==> config.mk <==
export PLATFORM = sky130hd
export DESIGN_NAME = morph_window_ctrl
export DESIGN_NICKNAME = d
export VERILOG_FILES = /design/src/rtl/morph_window_ctrl.sv
export SDC_FILE = /design/constraint.sdc
export NUM_CORES = 1
export LEC_CHECK = 0
export ABC_CLOCK_PERIOD_IN_PS = 2300
export CORE_UTILIZATION = 47
export DETAILED_ROUTE_END_ITERATION = 10
export PLACE_DENSITY = 0.82
export SLEW_MARGIN = 25
export SYNTH_ARGS = -nofsm -noshare
export SYNTH_HDL_FRONTEND = slang
export SYNTH_SLANG_ARGS = --single-unit
==> constraint.sdc <==
create_clock -name CLOCK -period 2.3 [get_ports CLOCK]
set_clock_uncertainty 0.1 [all_clocks]
set_input_delay 0.23 -clock CLOCK [delete_from_list [all_inputs] [get_ports CLOCK]]
set_output_delay 0.23 -clock CLOCK [all_outputs]
set_load 0.005 [all_outputs]
==> src/rtl/morph_window_ctrl.sv <==
// morph_window_ctrl: frame/line/pixel sequencer for the 3x3 morphology stage.
// Tracks the pixel position from the iFVAL/iDVAL stream, drives the line-buffer
// clock enable, qualifies complete 3x3 windows and delays the qualification so it
// lines up with the datapath output. The morphology mode is latched once per frame.
module morph_window_ctrl #(
  parameter int H_ACTIVE = 640,
  parameter int V_ACTIVE = 480,
  parameter int PIPE_LAT = 2,
  parameter int CNT_W    = 11
) (
  input  logic             CLOCK,
  input  logic             RESET_N,
  input  logic             iFVAL,
  input  logic             iDVAL,
  input  logic [1:0]       iMODE,
  input  logic             iCFG_WR,
  output logic             oLB_CLKEN,
  output logic [1:0]       oMODE,
  output logic             oDVAL,
  output logic             oWIN_VALID,
  output logic             oBORDER,
  output logic [CNT_W-1:0] oX,
  output logic [CNT_W-1:0] oY,
  output logic             oFRAME_DONE,
  output logic             oERR
);

  if (PIPE_LAT < 1 || PIPE_LAT > 8) begin : g_bad_lat
    $error("morph_window_ctrl: PIPE_LAT must be in 1..8");
  end

  typedef enum logic [1:0] {IDLE, ACTIVE, DONE} state_t;

  localparam logic [CNT_W-1:0] X_LAST = CNT_W'(H_ACTIVE - 1);
  localparam logic [CNT_W-1:0] Y_LAST = CNT_W'(V_ACTIVE - 1);
  localparam logic [CNT_W-1:0] ONE    = CNT_W'(1);
  localparam logic [CNT_W-1:0] TWO    = CNT_W'(2);

  state_t           state;
  logic             fval_q;
  logic [1:0]       pending;
  logic [CNT_W-1:0] x_cnt;
  logic [CNT_W-1:0] y_cnt;
  logic             frame_full;

  logic             fval_rise;
  logic             fval_fall;
  logic             in_active;
  logic             overflow;
  logic             pix_take;
  logic             win_inner;
  logic             win_in;
  logic [CNT_W-1:0] cx_in;
  logic [CNT_W-1:0] cy_in;

  logic             d_dval [PIPE_LAT];
  logic             d_win  [PIPE_LAT];
  logic [CNT_W-1:0] d_x    [PIPE_LAT];
  logic [CNT_W-1:0] d_y    [PIPE_LAT];

  // Input-side decode: frame edges, overflow, clock enable and window qualification.
  // The centre of a window that is not yet complete is undefined, so it is forced to 0.
  always_comb begin
    fval_rise = iFVAL & ~fval_q;
    fval_fall = ~iFVAL & fval_q;
    in_active = (state == ACTIVE);
    overflow  = iDVAL & in_active & frame_full;
    pix_take  = iDVAL & in_active & ~frame_full;
    win_inner = (x_cnt >= TWO) && (y_cnt >= TWO);
    win_in    = iDVAL & in_active & win_inner;
    cx_in     = win_inner ? (x_cnt - ONE) : '0;
    cy_in     = win_inner ? (y_cnt - ONE) : '0;
    oLB_CLKEN = pix_take;
  end

  // Frame FSM with position counters, per-frame mode latch, frame-done pulse and sticky error.
  // frame_full marks that the last pixel of the frame was consumed; counters then hold.
  always_ff @(posedge CLOCK or negedge RESET_N) begin
    if (!RESET_N) begin
      state       <= IDLE;
      fval_q      <= 1'b0;
      pending     <= 2'b00;
      oMODE       <= 2'b00;
      x_cnt       <= '0;
      y_cnt       <= '0;
      frame_full  <= 1'b0;
      oFRAME_DONE <= 1'b0;
      oERR        <= 1'b0;
    end else begin
      fval_q      <= iFVAL;
      oFRAME_DONE <= 1'b0;
      if (iCFG_WR) begin
        pending <= iMODE;
      end
      if (overflow || (iDVAL && !in_active)) begin
        oERR <= 1'b1;
      end
      case (state)
        IDLE: begin
          if (fval_rise) begin
            state      <= ACTIVE;
            x_cnt      <= '0;
            y_cnt      <= '0;
            frame_full <= 1'b0;
            oMODE      <= iCFG_WR ? iMODE : pending;
          end
        end
        ACTIVE: begin
          if (pix_take) begin
            if (x_cnt == X_LAST) begin
              if (y_cnt == Y_LAST) begin
                frame_full <= 1'b1;
              end else begin
                x_cnt <= '0;
                y_cnt <= y_cnt + ONE;
              end
            end else begin
              x_cnt <= x_cnt + ONE;
            end
          end
          if (fval_fall) begin
            state       <= DONE;
            oFRAME_DONE <= 1'b1;
          end
        end
        DONE: begin
          state <= IDLE;
        end
        default: begin
          state <= IDLE;
        end
      endcase
    end
  end

  // Free-running delay line so output gaps reproduce input gaps at fixed latency.
  always_ff @(posedge CLOCK or negedge RESET_N) begin
    if (!RESET_N) begin
      for (int i = 0; i < PIPE_LAT; i++) begin
        d_dval[i] <= 1'b0;
        d_win[i]  <= 1'b0;
        d_x[i]    <= '0;
        d_y[i]    <= '0;
      end
    end else begin
      d_dval[0] <= iDVAL;
      d_win[0]  <= win_in;
      d_x[0]    <= cx_in;
      d_y[0]    <= cy_in;
      for (int i = 1; i < PIPE_LAT; i++) begin
        d_dval[i] <= d_dval[i-1];
        d_win[i]  <= d_win[i-1];
        d_x[i]    <= d_x[i-1];
        d_y[i]    <= d_y[i-1];
      end
    end
  end

  // Aligned outputs from the last delay stage; border marks valid pixels without a full window.
  always_comb begin
    oDVAL      = d_dval[PIPE_LAT-1];
    oWIN_VALID = d_win[PIPE_LAT-1];
    oX         = d_x[PIPE_LAT-1];
    oY         = d_y[PIPE_LAT-1];
    oBORDER    = oDVAL & ~oWIN_VALID;
  end

endmodule
==> run_results.csv <==
group,metric,value,unit
power,swShare,33.9,%
layout,insertedDiodeCount,0,
worst_hold_path,min_path_type,"flip-flop to flip-flop",
clock_tree,clockBufferDepth,2,
logic_synthesis,synth_nets,355,
die,die_w,89.7,µm
clock_tree,clockRootBuffer,"clkbuf_8",
drt,drt_iter0_markers,93,
setup_path,r2r-start,"y_cnt[4]$_DFFE_PN0P_",
power,switchingPower,1490,µW
die,die-area,0.00805,mm²
worst_hold_path,holdCritStartpoint,"d_x[20]$_DFF_PN0_",
logic_synthesis,yosys.area.top_type,"dfrtp_1",
global_routing,grt_pass1_wl,10.1,mm
logic_synthesis,ys_types,46,
clock_tree,cts_sinks,80,
sta,drv_slew,0,
die,core,0.00733,mm²
sta,setup_viol,0,
global_routing,antenna_found_initial,0,
setup_path,rr_worst_depth,5,
outcome,status,"complete, no violations",
logic_synthesis,synthCells,342,
drt,drt-pass1-iter-count,4,
sta,rsz0062_at_grt,"no",
die,start_util,49.3,%
placed_design,port_buffers,36,
logic_synthesis,synth_edf_count,0,
sta,fin_crit,2.16,ns
setup_path,cp.required,1.97,ns
setup_path,r2r_setup_slack,0.20,ns
layout,fin_area,0.00418,mm²
layout,fin_util,57.0,%
setup_path,cp_slowest_cell,"clkdlybuf4s50_1",
placed_design,dpl.hpwl,4.19,mm
sta,tightest_slew,0.482,ns
sta,fmax,463,MHz
drt,drc,0,
placed_design,routabilityCongestion,0.910,
layout,syn2layout_area_growth,15.6,%
logic_synthesis,synthArstFlopShare,100,%
drt,vias,2409,
setup_path,cp_cell_sequence,"nor2b_1, nand3b_2, inv_2, clkdlybuf4s50_1",
clock_tree,cts_tree,"done",
die,die_y,89.7,µm
power,p_int,2900,µW
power,pwr-share-clk,21.7,%
setup_path,critPathMaxStageDelay,0.53,ns
setup_path,crit_path_start_kind,"flip-flop",
placed_design,placed_area,0.00397,mm²
logic_synthesis,yosysTopAreaCellShare,55.4,%
logic_synthesis,ys_warn_count,0,
layout,nets,381,
sta,slew_headroom,67.8,%
logic_synthesis,syn_area_per_cell,10.6,µm²
setup_path,crit_fanout,7,
sta,hold_violations,0,
drt,drt_wl_total,6.00,mm
logic_synthesis,synthFlopType,"dfrtp_1",
power,powerDensity,1050,mW/mm²
drt,wl_per_cell,12.7,µm
logic_synthesis,syn_area,0.00361,mm²
setup_path,end_kind,"output pin",
logic_synthesis,ys_seq_elements,80,
worst_hold_path,worst_hold_path.endpoint,"oX[9]$_DFF_PN0_",
logic_synthesis,synth.area.top_cells,"dfrtp_1 55%, buf_4 5.0%, nor2_1 3.9%",
clock_tree,path_clk_slew,0.08,ns
setup_path,worstSetupPathType,"flip-flop to output pin",
power,max-vdd-ir-drop,0.476,mV
layout,drive_gt1_share,15.3,%
setup_path,timing.rr.end,"d_x[18]$_DFF_PN0_",
global_routing,grt_start_max_net_pins,47,
power,total_leakage_power,0.00190,µW
drt,final_antenna_net_count,0,
sta,finalSetupTns,0,ns
clock_tree,htree_levels,3,
sta,fin_crit_sh,93.9,%
die,rows,31,
global_routing,grt_use_total,17.0,%
setup_path,startpoint,"state[0]$_DFFE_PN0P_",
logic_synthesis,yosysSeqAreaShare,55.4,%
flow_run,cap_viol_max_count,0,
power,power_frac_comb,33.9,%
clock_tree,insertion_delay,0.35,ns
drt,avgViaCountPerCell,5.10,
die,ioPinCount,37,
setup_path,worstPathArrival,1.83,ns
worst_hold_path,min_path_cells,0,
global_routing,grt_pass1_vias,2204,
power,pwr-share-seq,44.5,%
global_routing,grt_overflow,0,
clock_tree,cts_buffers,9,
[worst max-delay path, delay by kind of cell (launching register included)]
family | cells | cell delay, ns
AND/OR/NAND/NOR | 2 | 0.41
buffers and inverters | 2 | 0.68
flip-flops | 1 | 0.39
[kinds of logic after synthesis]
kind of cell    count (synthesis)  synth area share, %
compound gates                 44                 7.30
xor+xnor                       16                 3.88
simple gates                  138                 20.4
mux                             7                 2.11
flops                          80                 55.4
fa+ha+maj                       6                 2.08
buf+inv                        51                 8.86
[worst max path at each step]
stage / end / slack [ns] / cells past startpoint
4_1_cts: oLB_CLKEN / 0.12 / 4
6_report: oLB_CLKEN / 0.14 / 4
3_3_place_gp: x_cnt[9]$_DFFE_PN0P_ / 0.19 / 6
5_1_grt: oLB_CLKEN / 0.04 / 4
3_5_place_dp: x_cnt[9]$_DFFE_PN0P_ / 0.08 / 6
2_1_floorplan: d_y[11]$_DFF_PN0_ / 0.11 / 8
[stage by stage]
step	instances	worst slack, ns	power (µW)	hold slack (ns)
floorplan	342	0.115	3120	-0.166
global placement	455	0.187	3400	0.120
detailed placement	455	0.0836	3460	0.129
CTS	472	0.119	4420	0.249
global route	472	0.0411	4730	0.253
finish	472	0.141	4390	0.249
[synthesized netlist by cell type, types with 2 or more instances]
cell type   n
a21o_1      4
a21oi_1    12
a31oi_1     2
and3_1      8
buf_2       7
buf_4      24
buf_8       2
clkbuf_1    7
dfrtp_1    80
ha_1        6
inv_1       9
mux2_2      5
mux2i_1     2
nand2_1    23
nand2b_1    4
nand2b_4    2
nand3_1    17
nand3b_1    2
nand4_1     2
nor2_1     38
nor2b_1     4
nor3_1     10
nor3_2      2
nor4_1      6
o21ai_0    19
o31ai_2     2
or3_1       8
or4_1       2
or4_4       2
xnor2_1    10
xor2_1      6
[final cells by class]
type	instances	area, µm²
Sequential cell	80	2000
Multi-Input combinational cell	211	1310
Timing Repair Buffer	56	523
Clock buffer	10	138
Fill cell	600	3150
Tap cell	99	124
Clock inverter	6	50.0
Inverter	10	37.5
[layout by cell type (no fill, tap or decap), drive strengths merged, types with 2 or more instances in the layout]
cell type | synthesis | final
clkbuf | 7 | 10
or3 | 8 | 8
nand2 | 23 | 23
nand2b | 6 | 6
mux2i | 2 | 2
o21ai | 19 | 19
nand4 | 2 | 2
nor2 | 39 | 39
nor3 | 12 | 12
and3 | 8 | 8
nand3b | 3 | 3
ha | 6 | 6
nand3 | 17 | 17
clkdlybuf4s50 | 0 | 35
buf | 34 | 20
a21oi | 12 | 12
o31ai | 2 | 2
clkinvlp | 0 | 2
a21o | 4 | 4
nor4 | 6 | 6
xnor2 | 10 | 10
nor2b | 4 | 4
or4 | 5 | 5
nor4b | 2 | 2
dfrtp | 80 | 80
inv | 10 | 13
xor2 | 6 | 6
a31oi | 2 | 2
mux2 | 5 | 5
[routing by layer]
metal  share of wire [%]  global-route usage (%)  wire length, µm
met4                0.95                    6.64               57
met2                  47                    27.8             2840
met1                  44                    21.0             2660
met5                   0                       0                0
met3                 7.2                    5.39              433
[power groups by stage]
| stage | Sequential, µW | Combinational [µW] | Clock (µW) |
|---|---|---|---|
| 2_1_floorplan | 1830 | 1280 | 0 |
| 3_3_place_gp | 1960 | 1440 | 0 |
| 3_5_place_dp | 1980 | 1490 | 0 |
| 4_1_cts | 1950 | 1490 | 976 |
| 5_1_grt | 2000 | 1690 | 1040 |
| 6_report | 1950 | 1490 | 952 |
[flip-flops by register name, summed over array words and instances, names as in the netlist]
signal       cells
d_x             11
d_y             11
oX              11
oY              11
x_cnt           11
y_cnt           11
oMODE            2
pending          2
state            2
d_dval           1
d_win            1
frame_full       1
fval_q           1
oDVAL            1
oERR             1
oFRAME_DONE      1
oWIN_VALID       1
[what timing repair did]
| action | 4_1_cts | 5_1_grt |
|---|---|---|
| gates resized for setup | 0 | 2 |
| setup endpoints to repair | 0 | 22 |
| hold buffers | 1 | 0 |
| buffers inserted | 0 | 0 |
| hold endpoints to repair | 34 | 0 |
No activity file was read; power rests on OpenSTA's default activity.
